<file path="config.mk">
export PLATFORM = sky130hd
export DESIGN_NAME = ps2_keyboard_source
export DESIGN_NICKNAME = d
export VERILOG_FILES = /design/src/rtl/ps2_keyboard_source_pkg.sv /design/src/rtl/ps2_keyboard_source_frame_rx.sv /design/src/rtl/ps2_keyboard_source.sv
export SDC_FILE = /design/constraint.sdc
export NUM_CORES = 1
export LEC_CHECK = 0
export BUFFER_PORTS_ARGS = -buffer_cell sky130_fd_sc_hd__buf_2
export CORE_ASPECT_RATIO = 0.7
export CORE_MARGIN = 4
export CORE_UTILIZATION = 56
export CTS_CLUSTER_DIAMETER = 200
export DETAILED_ROUTE_END_ITERATION = 10
export PLACE_DENSITY = 0.81
export SLEW_MARGIN = 0
export SYNTH_ARGS = -nofsm -noshare
export SYNTH_HDL_FRONTEND = slang
export SYNTH_SLANG_ARGS = --single-unit
</file>
<file path="constraint.sdc">
create_clock -name iVGA_CLK -period 3.25 [get_ports iVGA_CLK]
set_input_delay 0 -clock iVGA_CLK [delete_from_list [all_inputs] [get_ports iVGA_CLK]]
set_output_delay 0 -clock iVGA_CLK [all_outputs]
set_load 0.01 [all_outputs]
</file>
<file path="src/rtl/ps2_keyboard_source_pkg.sv">
// Shared definitions for the PS/2 keyboard source: scan-code constants, FSM encodings,
// the odd-parity helper and the set-2 to ASCII table.
package ps2_keyboard_source_pkg;

    localparam logic [7:0] PS2_BREAK          = 8'hF0;
    localparam logic [7:0] PS2_EXT            = 8'hE0;
    localparam logic [7:0] PS2_LSHIFT         = 8'h12;
    localparam logic [7:0] PS2_RSHIFT         = 8'h59;
    localparam logic [7:0] PS2_ESC            = 8'h76;
    localparam logic [7:0] CONSOLE_CLEAR_CHAR = 8'd1;

    typedef enum logic [1:0] {
        RX_IDLE   = 2'd0,
        RX_DATA   = 2'd1,
        RX_PARITY = 2'd2,
        RX_STOP   = 2'd3
    } rx_state_e;

    typedef enum logic [1:0] {
        DEC_NORMAL    = 2'd0,
        DEC_BREAK     = 2'd1,
        DEC_EXT       = 2'd2,
        DEC_EXT_BREAK = 2'd3
    } dec_state_e;

    typedef enum logic [1:0] {
        STB_IDLE = 2'd0,
        STB_LOAD = 2'd1,
        STB_HIGH = 2'd2
    } stb_state_e;

    function automatic logic odd_parity_ok(input logic [7:0] data, input logic par);
        return ^{data, par};
    endfunction

    // Returns {hit, char}; hit=0 means the make code produces no console character.
    function automatic logic [8:0] ps2_to_ascii(input logic [7:0] code, input logic shift);
        logic [7:0] ch;
        logic       hit;
        ch  = 8'h00;
        hit = 1'b0;
        case (code)
            8'h1C: ch = "a";  8'h32: ch = "b";  8'h21: ch = "c";  8'h23: ch = "d";
            8'h24: ch = "e";  8'h2B: ch = "f";  8'h34: ch = "g";  8'h33: ch = "h";
            8'h43: ch = "i";  8'h3B: ch = "j";  8'h42: ch = "k";  8'h4B: ch = "l";
            8'h3A: ch = "m";  8'h31: ch = "n";  8'h44: ch = "o";  8'h4D: ch = "p";
            8'h15: ch = "q";  8'h2D: ch = "r";  8'h1B: ch = "s";  8'h2C: ch = "t";
            8'h3C: ch = "u";  8'h2A: ch = "v";  8'h1D: ch = "w";  8'h22: ch = "x";
            8'h35: ch = "y";  8'h1A: ch = "z";
            8'h45: ch = "0";  8'h16: ch = "1";  8'h1E: ch = "2";  8'h26: ch = "3";
            8'h25: ch = "4";  8'h2E: ch = "5";  8'h36: ch = "6";  8'h3D: ch = "7";
            8'h3E: ch = "8";  8'h46: ch = "9";
            8'h55: ch = "=";
            8'h4E: ch = "-";
            8'h5D: ch = "|";
            PS2_ESC: ch = CONSOLE_CLEAR_CHAR;
            default: ch = 8'h00;
        endcase
        if ((ch >= "a") && (ch <= "z")) begin
            hit = 1'b1;
            ch  = shift ? (ch - 8'h20) : ch;
        end else if ((ch >= "0") && (ch <= "9")) begin
            hit = ~shift;
        end else if (ch == "|") begin
            hit = shift;
        end else begin
            hit = (ch != 8'h00);
        end
        return {hit, ch};
    endfunction

endpackage

</file>
<file path="src/rtl/ps2_keyboard_source_frame_rx.sv">
// PS/2 device-to-host frame receiver: pin synchronisers, clock glitch filter, frame FSM
// with inter-edge timeout. Parity checking is built only when PS2_PARITY_CHECK_EN is defined.
module ps2_keyboard_source_frame_rx
    import ps2_keyboard_source_pkg::*;
#(
    parameter int FILTER_LEN     = 8,
    parameter int TIMEOUT_CYCLES = 50000
) (
    input  logic       clk_i,
    input  logic       rst_i,
    input  logic       ps2_clk_i,
    input  logic       ps2_dat_i,
    output logic [7:0] byte_o,
    output logic       valid_o,
    output logic       err_o
);

    localparam int FILT_W = $clog2(FILTER_LEN + 1);
    localparam int TMO_W  = $clog2(TIMEOUT_CYCLES + 1);
    localparam logic [FILT_W-1:0] FILT_LAST = FILT_W'(FILTER_LEN - 1);
    localparam logic [TMO_W-1:0]  TMO_LAST  = TMO_W'(TIMEOUT_CYCLES - 1);

    logic              clk_meta_q, clk_sync_q, dat_meta_q, dat_sync_q;
    logic              filt_q, filt_d;
    logic [FILT_W-1:0] filt_cnt_q, filt_cnt_d;
    logic              fall_s;
    rx_state_e         state_q, state_d;
    logic [2:0]        bit_cnt_q, bit_cnt_d;
    logic [7:0]        shift_q, shift_d;
    logic [TMO_W-1:0]  tmo_cnt_q, tmo_cnt_d;
    logic [7:0]        byte_q, byte_d;
    logic              valid_q, valid_d;
    logic              err_q, err_d;
`ifdef PS2_PARITY_CHECK_EN
    logic              parity_q, parity_d;
`endif

    // Idle-high reset of the synchronisers keeps a spurious falling edge out of reset release.
    always_ff @(posedge clk_i or posedge rst_i) begin
        if (rst_i) begin
            clk_meta_q <= 1'b1;
            clk_sync_q <= 1'b1;
            dat_meta_q <= 1'b1;
            dat_sync_q <= 1'b1;
            filt_q     <= 1'b1;
            filt_cnt_q <= {FILT_W{1'b0}};
            state_q    <= RX_IDLE;
            bit_cnt_q  <= 3'd0;
            shift_q    <= 8'h00;
            tmo_cnt_q  <= {TMO_W{1'b0}};
            byte_q     <= 8'h00;
            valid_q    <= 1'b0;
            err_q      <= 1'b0;
`ifdef PS2_PARITY_CHECK_EN
            parity_q   <= 1'b0;
`endif
        end else begin
            clk_meta_q <= ps2_clk_i;
            clk_sync_q <= clk_meta_q;
            dat_meta_q <= ps2_dat_i;
            dat_sync_q <= dat_meta_q;
            filt_q     <= filt_d;
            filt_cnt_q <= filt_cnt_d;
            state_q    <= state_d;
            bit_cnt_q  <= bit_cnt_d;
            shift_q    <= shift_d;
            tmo_cnt_q  <= tmo_cnt_d;
            byte_q     <= byte_d;
            valid_q    <= valid_d;
            err_q      <= err_d;
`ifdef PS2_PARITY_CHECK_EN
            parity_q   <= parity_d;
`endif
        end
    end

    always_comb begin
        filt_d     = filt_q;
        filt_cnt_d = {FILT_W{1'b0}};
        if (clk_sync_q != filt_q) begin
            if (filt_cnt_q == FILT_LAST) begin
                filt_d = clk_sync_q;
            end else begin
                filt_cnt_d = filt_cnt_q + FILT_W'(1);
            end
        end else begin
            filt_cnt_d = {FILT_W{1'b0}};
        end
        fall_s = filt_q & ~filt_d;
    end

    always_comb begin
        state_d   = state_q;
        bit_cnt_d = bit_cnt_q;
        shift_d   = shift_q;
        tmo_cnt_d = {TMO_W{1'b0}};
        byte_d    = byte_q;
        valid_d   = 1'b0;
        err_d     = 1'b0;
`ifdef PS2_PARITY_CHECK_EN
        parity_d  = parity_q;
`endif
        if ((state_q != RX_IDLE) && !fall_s) begin
            if (tmo_cnt_q == TMO_LAST) begin
                state_d = RX_IDLE;
            end else begin
                tmo_cnt_d = tmo_cnt_q + TMO_W'(1);
            end
        end else begin
            tmo_cnt_d = {TMO_W{1'b0}};
        end
        if (fall_s) begin
            case (state_q)
                RX_IDLE: begin
                    bit_cnt_d = 3'd0;
                    state_d   = dat_sync_q ? RX_IDLE : RX_DATA;
                end
                RX_DATA: begin
                    shift_d   = {dat_sync_q, shift_q[7:1]};
                    bit_cnt_d = bit_cnt_q + 3'd1;
                    state_d   = (bit_cnt_q == 3'd7) ? RX_PARITY : RX_DATA;
                end
                RX_PARITY: begin
`ifdef PS2_PARITY_CHECK_EN
                    parity_d = dat_sync_q;
`endif
                    state_d  = RX_STOP;
                end
                RX_STOP: begin
                    state_d = RX_IDLE;
                    if (dat_sync_q) begin
`ifdef PS2_PARITY_CHECK_EN
                        if (odd_parity_ok(shift_q, parity_q)) begin
                            byte_d  = shift_q;
                            valid_d = 1'b1;
                        end else begin
                            err_d = 1'b1;
                        end
`else
                        byte_d  = shift_q;
                        valid_d = 1'b1;
`endif
                    end else begin
                        valid_d = 1'b0;
                    end
                end
                default: state_d = RX_IDLE;
            endcase
        end else begin
            shift_d = shift_q;
        end
    end

    assign byte_o  = byte_q;
    assign valid_o = valid_q;
    assign err_o   = err_q;

endmodule

</file>
<file path="src/rtl/ps2_keyboard_source.sv">
// PS/2 keyboard to VGA text console source: scan-code set 2 decode, shift tracking and the
// KeyboardInput/AdvanceCursor strobe handshake. Optional parity check: PS2_PARITY_CHECK_EN.
module ps2_keyboard_source
    import ps2_keyboard_source_pkg::*;
#(
    parameter int FILTER_LEN     = 8,
    parameter int TIMEOUT_CYCLES = 50000,
    parameter int STROBE_CYCLES  = 4
) (
    input  logic       iVGA_CLK,
    input  logic       iRST,
    input  logic       iPS2_CLK,
    input  logic       iPS2_DAT,
    output logic [7:0] KeyboardInput,
    output logic       AdvanceCursor,
    output logic [7:0] oScanCode,
    output logic       oFrameValid,
    output logic       oParityErr
);

    localparam int STB_W = $clog2(STROBE_CYCLES + 1);
    localparam logic [STB_W-1:0] STB_LAST = STB_W'(STROBE_CYCLES - 1);

    logic [7:0]       rx_byte_s;
    logic             rx_valid_s;
    logic [8:0]       map_s;
    logic             emit_s;
    logic [7:0]       emit_char_s;
    dec_state_e       dec_q, dec_d;
    logic             shift_q, shift_d;
    stb_state_e       stb_q, stb_d;
    logic [STB_W-1:0] stb_cnt_q, stb_cnt_d;
    logic [7:0]       kbd_q, kbd_d;
    logic             adv_q, adv_d;
    logic             pend_valid_q, pend_valid_d;
    logic [7:0]       pend_char_q, pend_char_d;

    ps2_keyboard_source_frame_rx #(
        .FILTER_LEN     (FILTER_LEN),
        .TIMEOUT_CYCLES (TIMEOUT_CYCLES)
    ) u_ps2_frame_rx (
        .clk_i     (iVGA_CLK),
        .rst_i     (iRST),
        .ps2_clk_i (iPS2_CLK),
        .ps2_dat_i (iPS2_DAT),
        .byte_o    (rx_byte_s),
        .valid_o   (rx_valid_s),
        .err_o     (oParityErr)
    );

    always_ff @(posedge iVGA_CLK or posedge iRST) begin
        if (iRST) begin
            dec_q        <= DEC_NORMAL;
            shift_q      <= 1'b0;
            stb_q        <= STB_IDLE;
            stb_cnt_q    <= {STB_W{1'b0}};
            kbd_q        <= 8'h00;
            adv_q        <= 1'b0;
            pend_valid_q <= 1'b0;
            pend_char_q  <= 8'h00;
        end else begin
            dec_q        <= dec_d;
            shift_q      <= shift_d;
            stb_q        <= stb_d;
            stb_cnt_q    <= stb_cnt_d;
            kbd_q        <= kbd_d;
            adv_q        <= adv_d;
            pend_valid_q <= pend_valid_d;
            pend_char_q  <= pend_char_d;
        end
    end

    always_comb begin
        dec_d       = dec_q;
        shift_d     = shift_q;
        emit_s      = 1'b0;
        emit_char_s = 8'h00;
        map_s       = ps2_to_ascii(rx_byte_s, shift_q);
        if (rx_valid_s) begin
            case (dec_q)
                DEC_NORMAL: begin
                    if (rx_byte_s == PS2_BREAK) begin
                        dec_d = DEC_BREAK;
                    end else if (rx_byte_s == PS2_EXT) begin
                        dec_d = DEC_EXT;
                    end else if ((rx_byte_s == PS2_LSHIFT) || (rx_byte_s == PS2_RSHIFT)) begin
                        shift_d = 1'b1;
                    end else begin
                        emit_s      = map_s[8];
                        emit_char_s = map_s[7:0];
                    end
                end
                DEC_BREAK: begin
                    dec_d = DEC_NORMAL;
                    if ((rx_byte_s == PS2_LSHIFT) || (rx_byte_s == PS2_RSHIFT)) begin
                        shift_d = 1'b0;
                    end else begin
                        shift_d = shift_q;
                    end
                end
                DEC_EXT:       dec_d = (rx_byte_s == PS2_BREAK) ? DEC_EXT_BREAK : DEC_NORMAL;
                DEC_EXT_BREAK: dec_d = DEC_NORMAL;
                default:       dec_d = DEC_NORMAL;
            endcase
        end else begin
            dec_d = dec_q;
        end
    end

    // Strobe sequencer: LOAD holds the new character one clock before AdvanceCursor rises;
    // emits arriving outside IDLE land in the single pending slot (newest wins).
    always_comb begin
        stb_d        = stb_q;
        stb_cnt_d    = stb_cnt_q;
        kbd_d        = kbd_q;
        pend_valid_d = pend_valid_q;
        pend_char_d  = pend_char_q;
        case (stb_q)
            STB_IDLE: begin
                if (pend_valid_q) begin
                    kbd_d        = pend_char_q;
                    stb_d        = STB_LOAD;
                    pend_valid_d = emit_s;
                    pend_char_d  = emit_char_s;
                end else if (emit_s) begin
                    kbd_d = emit_char_s;
                    stb_d = STB_LOAD;
                end else begin
                    stb_d = STB_IDLE;
                end
            end
            STB_LOAD, STB_HIGH: begin
                if (stb_q == STB_LOAD) begin
                    stb_d     = STB_HIGH;
                    stb_cnt_d = {STB_W{1'b0}};
                end else if (stb_cnt_q == STB_LAST) begin
                    stb_d = STB_IDLE;
                end else begin
                    stb_cnt_d = stb_cnt_q + STB_W'(1);
                end
                if (emit_s) begin
                    pend_valid_d = 1'b1;
                    pend_char_d  = emit_char_s;
                end else begin
                    pend_valid_d = pend_valid_q;
                end
            end
            default: stb_d = STB_IDLE;
        endcase
        adv_d = (stb_d == STB_HIGH);
    end

    assign KeyboardInput = kbd_q;
    assign AdvanceCursor = adv_q;
    assign oScanCode     = rx_byte_s;
    assign oFrameValid   = rx_valid_s;

endmodule

</file>
After elaboration in Yosys (flattened, before gate mapping)
Memories as Yosys holds them, arrays and structs flattened.
Cells that the tools add are included.
{"block": "totals", "reg_bits": 73, "word_cells": 143, "input_bits": 4, "memories": 1, "mem_bits_ro": 896}
{"block": "op_classes", "add_sub_neg": 5, "mux": 55, "reduce_logical": 28, "n_eq_ne": 27, "n_bitwise": 3, "n_lt_le_gt_ge": 4}
{"memory": "(name not given)", "depth": 128, "word_bits": 7, "rd": 1, "rd_ports_with_merged_regs": 0, "wr": 0, "line_no": "ps2_keyboard_source_pkg.sv:42", "text": "case (code)"}
{"op": "two-way mux 8 bit", "count": 11}
{"op": "two-way mux 16 bit", "count": 2}
{"op": "two-way mux 1 bit", "count": 22}
{"op": "two-way mux 2 bit", "count": 9}
{"op": "adder 16 x 1 -> 16 bit (second input constant)", "count": 1}
{"op": "== test 16 bit (second input constant)", "count": 1}
{"op": "== test 8 x 7 -> 1 bit (second input constant)", "count": 2}
{"op": "== test 8 bit (second input constant)", "count": 2}
{"op": "case mux 8 bit (2 select lines)", "count": 1}
{"op": "inequality test 2 bit (second input constant)", "count": 7}
{"op": "AND reduction 2 bit", "count": 7}
{"op": "nonzero test 2 bit", "count": 7}
{"op": "== test 2 bit (second input constant)", "count": 6}
{"op": "== test 8 x 5 -> 1 bit (second input constant)", "count": 1}
{"op": ">= comparator 8 x 6 -> 1 bit (second input constant)", "count": 1}
{"op": ">= comparator 8 x 7 -> 1 bit (second input constant)", "count": 1}
{"op": "less-or-equal comparator 8 x 6 -> 1 bit (second input constant)", "count": 1}
{"op": "less-or-equal comparator 8 x 7 -> 1 bit (second input constant)", "count": 1}
{"op": "two-way mux 4 bit", "count": 2}
{"op": "case mux 2 bit (4 select lines)", "count": 1}
{"op": "nonzero test 8 bit", "count": 1}
{"op": "subtractor 8 x 6 -> 8 bit (second input constant)", "count": 1}
{"op": "adder 3 x 1 -> 3 bit (second input constant)", "count": 2}
{"op": "== test 2 x 1 -> 1 bit (second input constant)", "count": 3}
{"op": "20 further kinds", "count": 29}

Longest topological paths before layout
An unclocked memory read counts as a cell.
{"block": "depth", "ltp_word": 15, "ltp_mapped": 16}

Hierarchy
A second synthesis with hierarchy kept.
{"block": "hier_totals", "hier_cells": 469, "hier_area_um2": 4481.8}
{"mod": "ps2_keyboard_source", "area_each_um2": 2426.1, "cells_per_inst": 297, "instances": 1}
{"mod": "ps2_keyboard_source_frame_rx", "area_each_um2": 2055.7, "cells_per_inst": 172, "instances": 1}

Worst setup path after synthesis
Ideal clock, no wire load.
{"block": "synth_path", "path_kind": "reg2reg", "from": "reg u_ps2_frame_rx.byte_q[1] (netlist: u_ps2_frame_rx.byte_o[1])", "to": "reg kbd_q[5] (netlist: KeyboardInput[5])", "setup_ns": 0.125, "path_buffers": 2, "arrival_ns": 3.258, "required_time_ns": 3.125, "period_less_slack_ns": 3.383, "path_stages_with_launch": 15, "setup_slack_ns": -0.133, "path_cell_list": "dfrtp_1 inv_1 ha_1 mux4_2 o21ai_1 and2_1 clkbuf_1 inv_1 ha_1 a31oi_1 a2bb2oi_1 o211a_1 o21a_1 buf_2 mux2_2"}
{"block": "synth_via", "elab_chain_cells": 13, "word_cells_on_any_way": 35, "classes_between": "add/sub: 1; order compare: 4; eq/ne: 5; mux: 18; reduce/logical: 6; memory: 1"}
{"element": "from (decl)", "line_no": "ps2_keyboard_source_frame_rx.sv:31", "text": "logic [7:0] byte_q, byte_d;"}
{"element": "from (signal assigned)", "line_no": "ps2_keyboard_source_frame_rx.sv:68", "text": "byte_q <= byte_d;"}
{"element": "memory (128 x 7 bit)"}
{"element": "two-way mux 8 bit", "line_no": "ps2_keyboard_source_pkg.sv:42"}
{"element": ">= comparator 8 x 6 -> 1 bit, or another cell as far along", "line_no": "ps2_keyboard_source_pkg.sv:62", "text": "end else if ((ch >= \"0\") && (ch <= \"9\")) begin"}
{"element": "logical AND 1 bit / two-way mux 1 bit (equally long branches)", "line_no": "ps2_keyboard_source_pkg.sv:62, ps2_keyboard_source_pkg.sv:64"}
{"element": "two-way mux 1 bit", "line_no": "ps2_keyboard_source_pkg.sv:62"}
{"element": "two-way mux 1 bit", "line_no": "ps2_keyboard_source_pkg.sv:59", "text": "if ((ch >= \"a\") && (ch <= \"z\")) begin"}
{"element": "two-way mux 1 bit", "line_no": "ps2_keyboard_source.sv:86", "text": "end else if ((rx_byte_s == PS2_LSHIFT) || (rx_byte_s == PS2_RSHIFT)) begin"}
{"element": "two-way mux 1 bit", "line_no": "ps2_keyboard_source.sv:84", "text": "end else if (rx_byte_s == PS2_EXT) begin"}
{"element": "two-way mux 1 bit", "line_no": "ps2_keyboard_source.sv:82", "text": "if (rx_byte_s == PS2_BREAK) begin"}
{"element": "two-way mux 1 bit", "line_no": "ps2_keyboard_source.sv:80", "text": "case (dec_q)"}
{"element": "two-way mux 1 bit", "line_no": "ps2_keyboard_source.sv:79", "text": "if (rx_valid_s) begin"}
{"element": "nonzero test 2 bit (no line)"}
{"element": "AND reduction 2 bit (no line)"}
{"element": "to (signal assigned)", "line_no": "ps2_keyboard_source.sv:66", "text": "kbd_q <= kbd_d;"}
{"element": "to (decl)", "line_no": "ps2_keyboard_source.sv:33", "text": "logic [7:0] kbd_q, kbd_d;"}
Parallel ways exist; a longest one is shown, timed or not. The select of a mux whose other input is x is not followed.
A chain may end at the register's enable or synchronous reset.

Final worst setup path
{"block": "layout_path", "from": "reg u_ps2_frame_rx.byte_q[1] (netlist: u_ps2_frame_rx.byte_o[1])", "to": "reg kbd_q[6] (netlist: KeyboardInput[6])"}
The elaborated chain is that of the path after synthesis.

==> results.toml <==
[pwr]
max-vdd-ir-drop_v = 0.000365
intPower_mw = 1.35
seq_power_share = 0.539
comb_power_share = 0.039
clkPwrFrac = 0.422
switching_share = 0.238
power.switching_mw = 0.422
power_leakage_nw = 2.30
power_per_cell_area_nw_per_um2 = 340

[cells_and_area]
multiInputGateArea_um2 = 2480
drive_gt1_frac = 0.303
syn_to_final_growth_pct = 19.4
final_util = 0.700
nFillCells = 522
fin_cells = 593
finish.instance_area_um2 = 5220
layout.area.seq_um2 = 1840
diodes = 0
nets = 512

[placed_design]
numPortBuffers = 21
place_area_um2 = 4700
dp_hpwl_um = 6900
gp_congestion = 0.922
dp_cells = 555

[run]
max_cap_violations = 0

[cts]
cts_root_buf = "clkbuf_8"
numCtsBuffers = 9
clockBufferDepth = 2
cts.reportedPaths.clkPinSlew_ps = 90
cts_tree = "built"
htree_levels = 3
clock_latency_ps = 350
clkSinkCount = 73

[setup_path]
crit_type = "flop to flop"
crit_fanout = 6
cp_num_buf_inv = 1
cp-start-kind = "flop"
reg2reg_depth = 11
worstPathRequired_ps = 3480
critPathArrivalTime_ps = 3520
reg2reg_from = "u_ps2_frame_rx.byte_o[1]"
critical_path.endpoint_type = "flop"
crit_slowest_cell = "nor4bb_1"
rrSetupSlack_ps = -30
crit_family = "simple AND/OR/NAND/NOR gates"
r2r-end = "KeyboardInput[6]"
max_stage_delay_ps = 480
crit_chain = "inv_4, ha_1, nor4bb_1, a41oi_1, and4_1, or2_1, a211o_1, a2111oi_4, a211oi_2, mux2_2, mux2_4"

[grt]
overflow = 0
grt_use_total = 0.223
antenna_found_initial = 0
grt_start_max_net_pins = 38
grt_pass1_wl_um = 16500
grt_pass1_vias = 3387

[yosys]
synth.net_count = 454
synth_edf_count = 0
synth-compound-area-share = 0.163
synth-seq-area-share = 0.420
synthAdderAreaFrac = 0.0515
yosysTopAreaCell = "dfrtp_1"
synth_area_um2 = 4370
synth_warnings = 0
synth_seq_cells = 73
synth_top_family_by_area = "simple AND/OR/NAND/NOR gates"
synth.top_cell.area_share = 0.389
synth-async-reset-ratio = 1.00
synthSimpleGateAreaFrac = 0.181
synthTopCellsByArea = "dfrtp_1 (39%), ha_1 (5.2%), mux2_2 (4.9%), mux2_1 (3.4%), nor2_1 (3.4%)"
yosysMostFrequentCell = "dfrtp_1"
synth-xor-area-share = 0.0301
syn_avg_cell_area_um2 = 10.1
netlist_instances = 432
yosysUniqueCellTypes = 70
synth_mux_area_frac = 0.113
synth.top_cells.by_count = "dfrtp_1 (68), nor2_1 (39), nand2_1 (28), o21ai_0 (20)"
synth_flop_cell = "dfrtp_1"

[die]
dieArea_um2 = 9300
core_um2 = 7450
die_h_um = 81.9
io_pins = 23
die_x_um = 114
start_util = 0.586
rows = 26

[worst_hold_path]
hp-class = "input port to flop"
min_to = "u_ps2_frame_rx.clk_meta_q"
min_path_cells = 2
worstHoldStart = "iPS2_CLK"

[timing]
final-setup-viol-count = 9
finClkSkew_ps = 13.6
fmax_mhz = 304
relSlewSlack = 0.269
timing.setup.tns_ps = -163
timing.final.crit_share = 1.01
setup_slack_ps = -34.6
worst_pin_slew_ps = 1090
slew_violations = 0
period_needed_ps = 3280
final-hold-violation-count = 0

[route]
first_iter_violations = 350
vias = 3618
ant_nets = 0
drc_errors = 0
dr.pass1.iters = 5
wirelength_um = 10300
wl_per_cell_um = 17.3
via_per_inst = 6.10

[outcome]
violations = "setup timing"
outcome = "finished, violations left"
==> flip-flops by register name, indices dropped and copies added (netlist names) <==
register,count
KeyboardInput,8
u_ps2_frame_rx.tmo_cnt_q,16
u_ps2_frame_rx.shift_q,8
u_ps2_frame_rx.bit_cnt_q,3
u_ps2_frame_rx.filt_q,1
u_ps2_frame_rx.dat_sync_q,1
u_ps2_frame_rx.clk_meta_q,1
u_ps2_frame_rx.valid_o,1
pend_valid_q,1
shift_q,1
u_ps2_frame_rx.byte_o,8
stb_q,2
u_ps2_frame_rx.filt_cnt_q,4
dec_q,2
pend_char_q,8
AdvanceCursor,1
u_ps2_frame_rx.dat_meta_q,1
u_ps2_frame_rx.clk_sync_q,1
u_ps2_frame_rx.state_q,2
stb_cnt_q,3
==> metrics by stage <==
step           hold WS [ps]  worst slack [ps]  power (mW)
3_5_place_dp            107              -205        1.04
2_1_floorplan          4.48              7.56        1.02
5_1_grt                 306             -96.4        1.85
6_report                297             -34.6        1.77
4_1_cts                 279              36.0        1.79
3_3_place_gp            105             -27.6        1.04
==> cell usage in the layout (no fill, tap or decap), types with 3 or more instances in the layout <==
cell type,Yosys,routed
o211ai_1,5,5
dfrtp_1,68,62
o21ai_1,5,4
nand2_1,28,28
nor2_1,39,39
dfstp_2,5,5
mux2_2,19,19
o211a_1,4,4
clkbuf_8,0,10
nor3_1,5,5
mux2i_1,8,8
o31ai_1,6,6
ha_1,18,14
buf_2,5,21
nand3_1,16,16
inv_2,1,3
nor4_1,4,4
xor2_1,7,7
a311oi_1,3,3
and3_1,8,8
o2bb2ai_1,4,4
nand2b_1,9,8
mux2_4,2,4
inv_1,19,15
nand4_1,4,4
a31oi_2,0,4
xnor2_1,8,8
buf_4,3,40
dlygate4sd3_1,0,3
or2_1,3,3
dfrtp_2,0,6
and2_1,6,5
mux2_1,13,11
o21ai_0,20,20
a21oi_1,14,14
nor2b_1,7,7
==> how the worst max path moves through the flow <==
| stage | slack (ps) | cells after the start | from | endpoint |
|---|---|---|---|---|
| final | -30 | 11 | u_ps2_frame_rx.byte_o[1] | KeyboardInput[6] |
| after global routing | -100 | 11 | u_ps2_frame_rx.byte_o[1] | KeyboardInput[6] |
| after CTS | 40 | 11 | u_ps2_frame_rx.byte_o[5] | pend_char_q[3] |
| after floorplan | 8 | 13 | u_ps2_frame_rx.byte_o[1] | KeyboardInput[5] |
| after detailed placement | -200 | 11 | u_ps2_frame_rx.byte_o[1] | KeyboardInput[5] |
| after global placement | -30 | 11 | u_ps2_frame_rx.byte_o[1] | KeyboardInput[5] |
==> final cells by class <==
| cell class | instances | share of cell area |
|---|---|---|
| clock inverter | 6 | 0.0139 |
| tap | 98 | 0.0235 |
| timing repair buffer | 67 | 0.0933 |
| inverter | 20 | 0.0153 |
| sequential | 73 | 0.353 |
| clock buffer | 10 | 0.0264 |
| multi-input combinational | 319 | 0.475 |
==> power by group through the flow <==
stage / Combinational (mW) / Sequential [mW] / Clock, mW
6_report: 0.0698 / 0.955 / 0.747
5_1_grt: 0.0807 / 0.959 / 0.810
4_1_cts: 0.0717 / 0.955 / 0.766
3_5_place_dp: 0.0684 / 0.973 / 0
3_3_place_gp: 0.0654 / 0.971 / 0
2_1_floorplan: 0.0539 / 0.968 / 0
==> logic make-up after synthesis <==
logic type               Yosys count
XOR/XNOR                          15
AO/OA/AOI/OAI                     95
multiplexers                      43
other                              1
buffers and inverters             40
flip-flops                        73
AND/OR/NAND/NOR                  147
adder cells (fa/ha/maj)           18
==> timing repair <==
item | 4_1_cts | 5_1_grt
hold buffers | 3 | 0
endpoints found under the hold margin | 37 | 0
endpoints found under the setup margin | 15 | 17
setup buffers | 1 | 18
pin swaps | 1 | 15
resized for setup | 4 | 32
==> routing by layer <==
layer | wire length, µm | vias up | track usage
li1 | - | 1695 | -
met2 | 4890 | 122 | 0.363
met1 | 4550 | 1785 | 0.299
met3 | 715 | 16 | 0.0596
met4 | 110 | 0 | 0.0600
met5 | 0 | - | 0
Note: power is estimated with default switching activity, not from simulation.
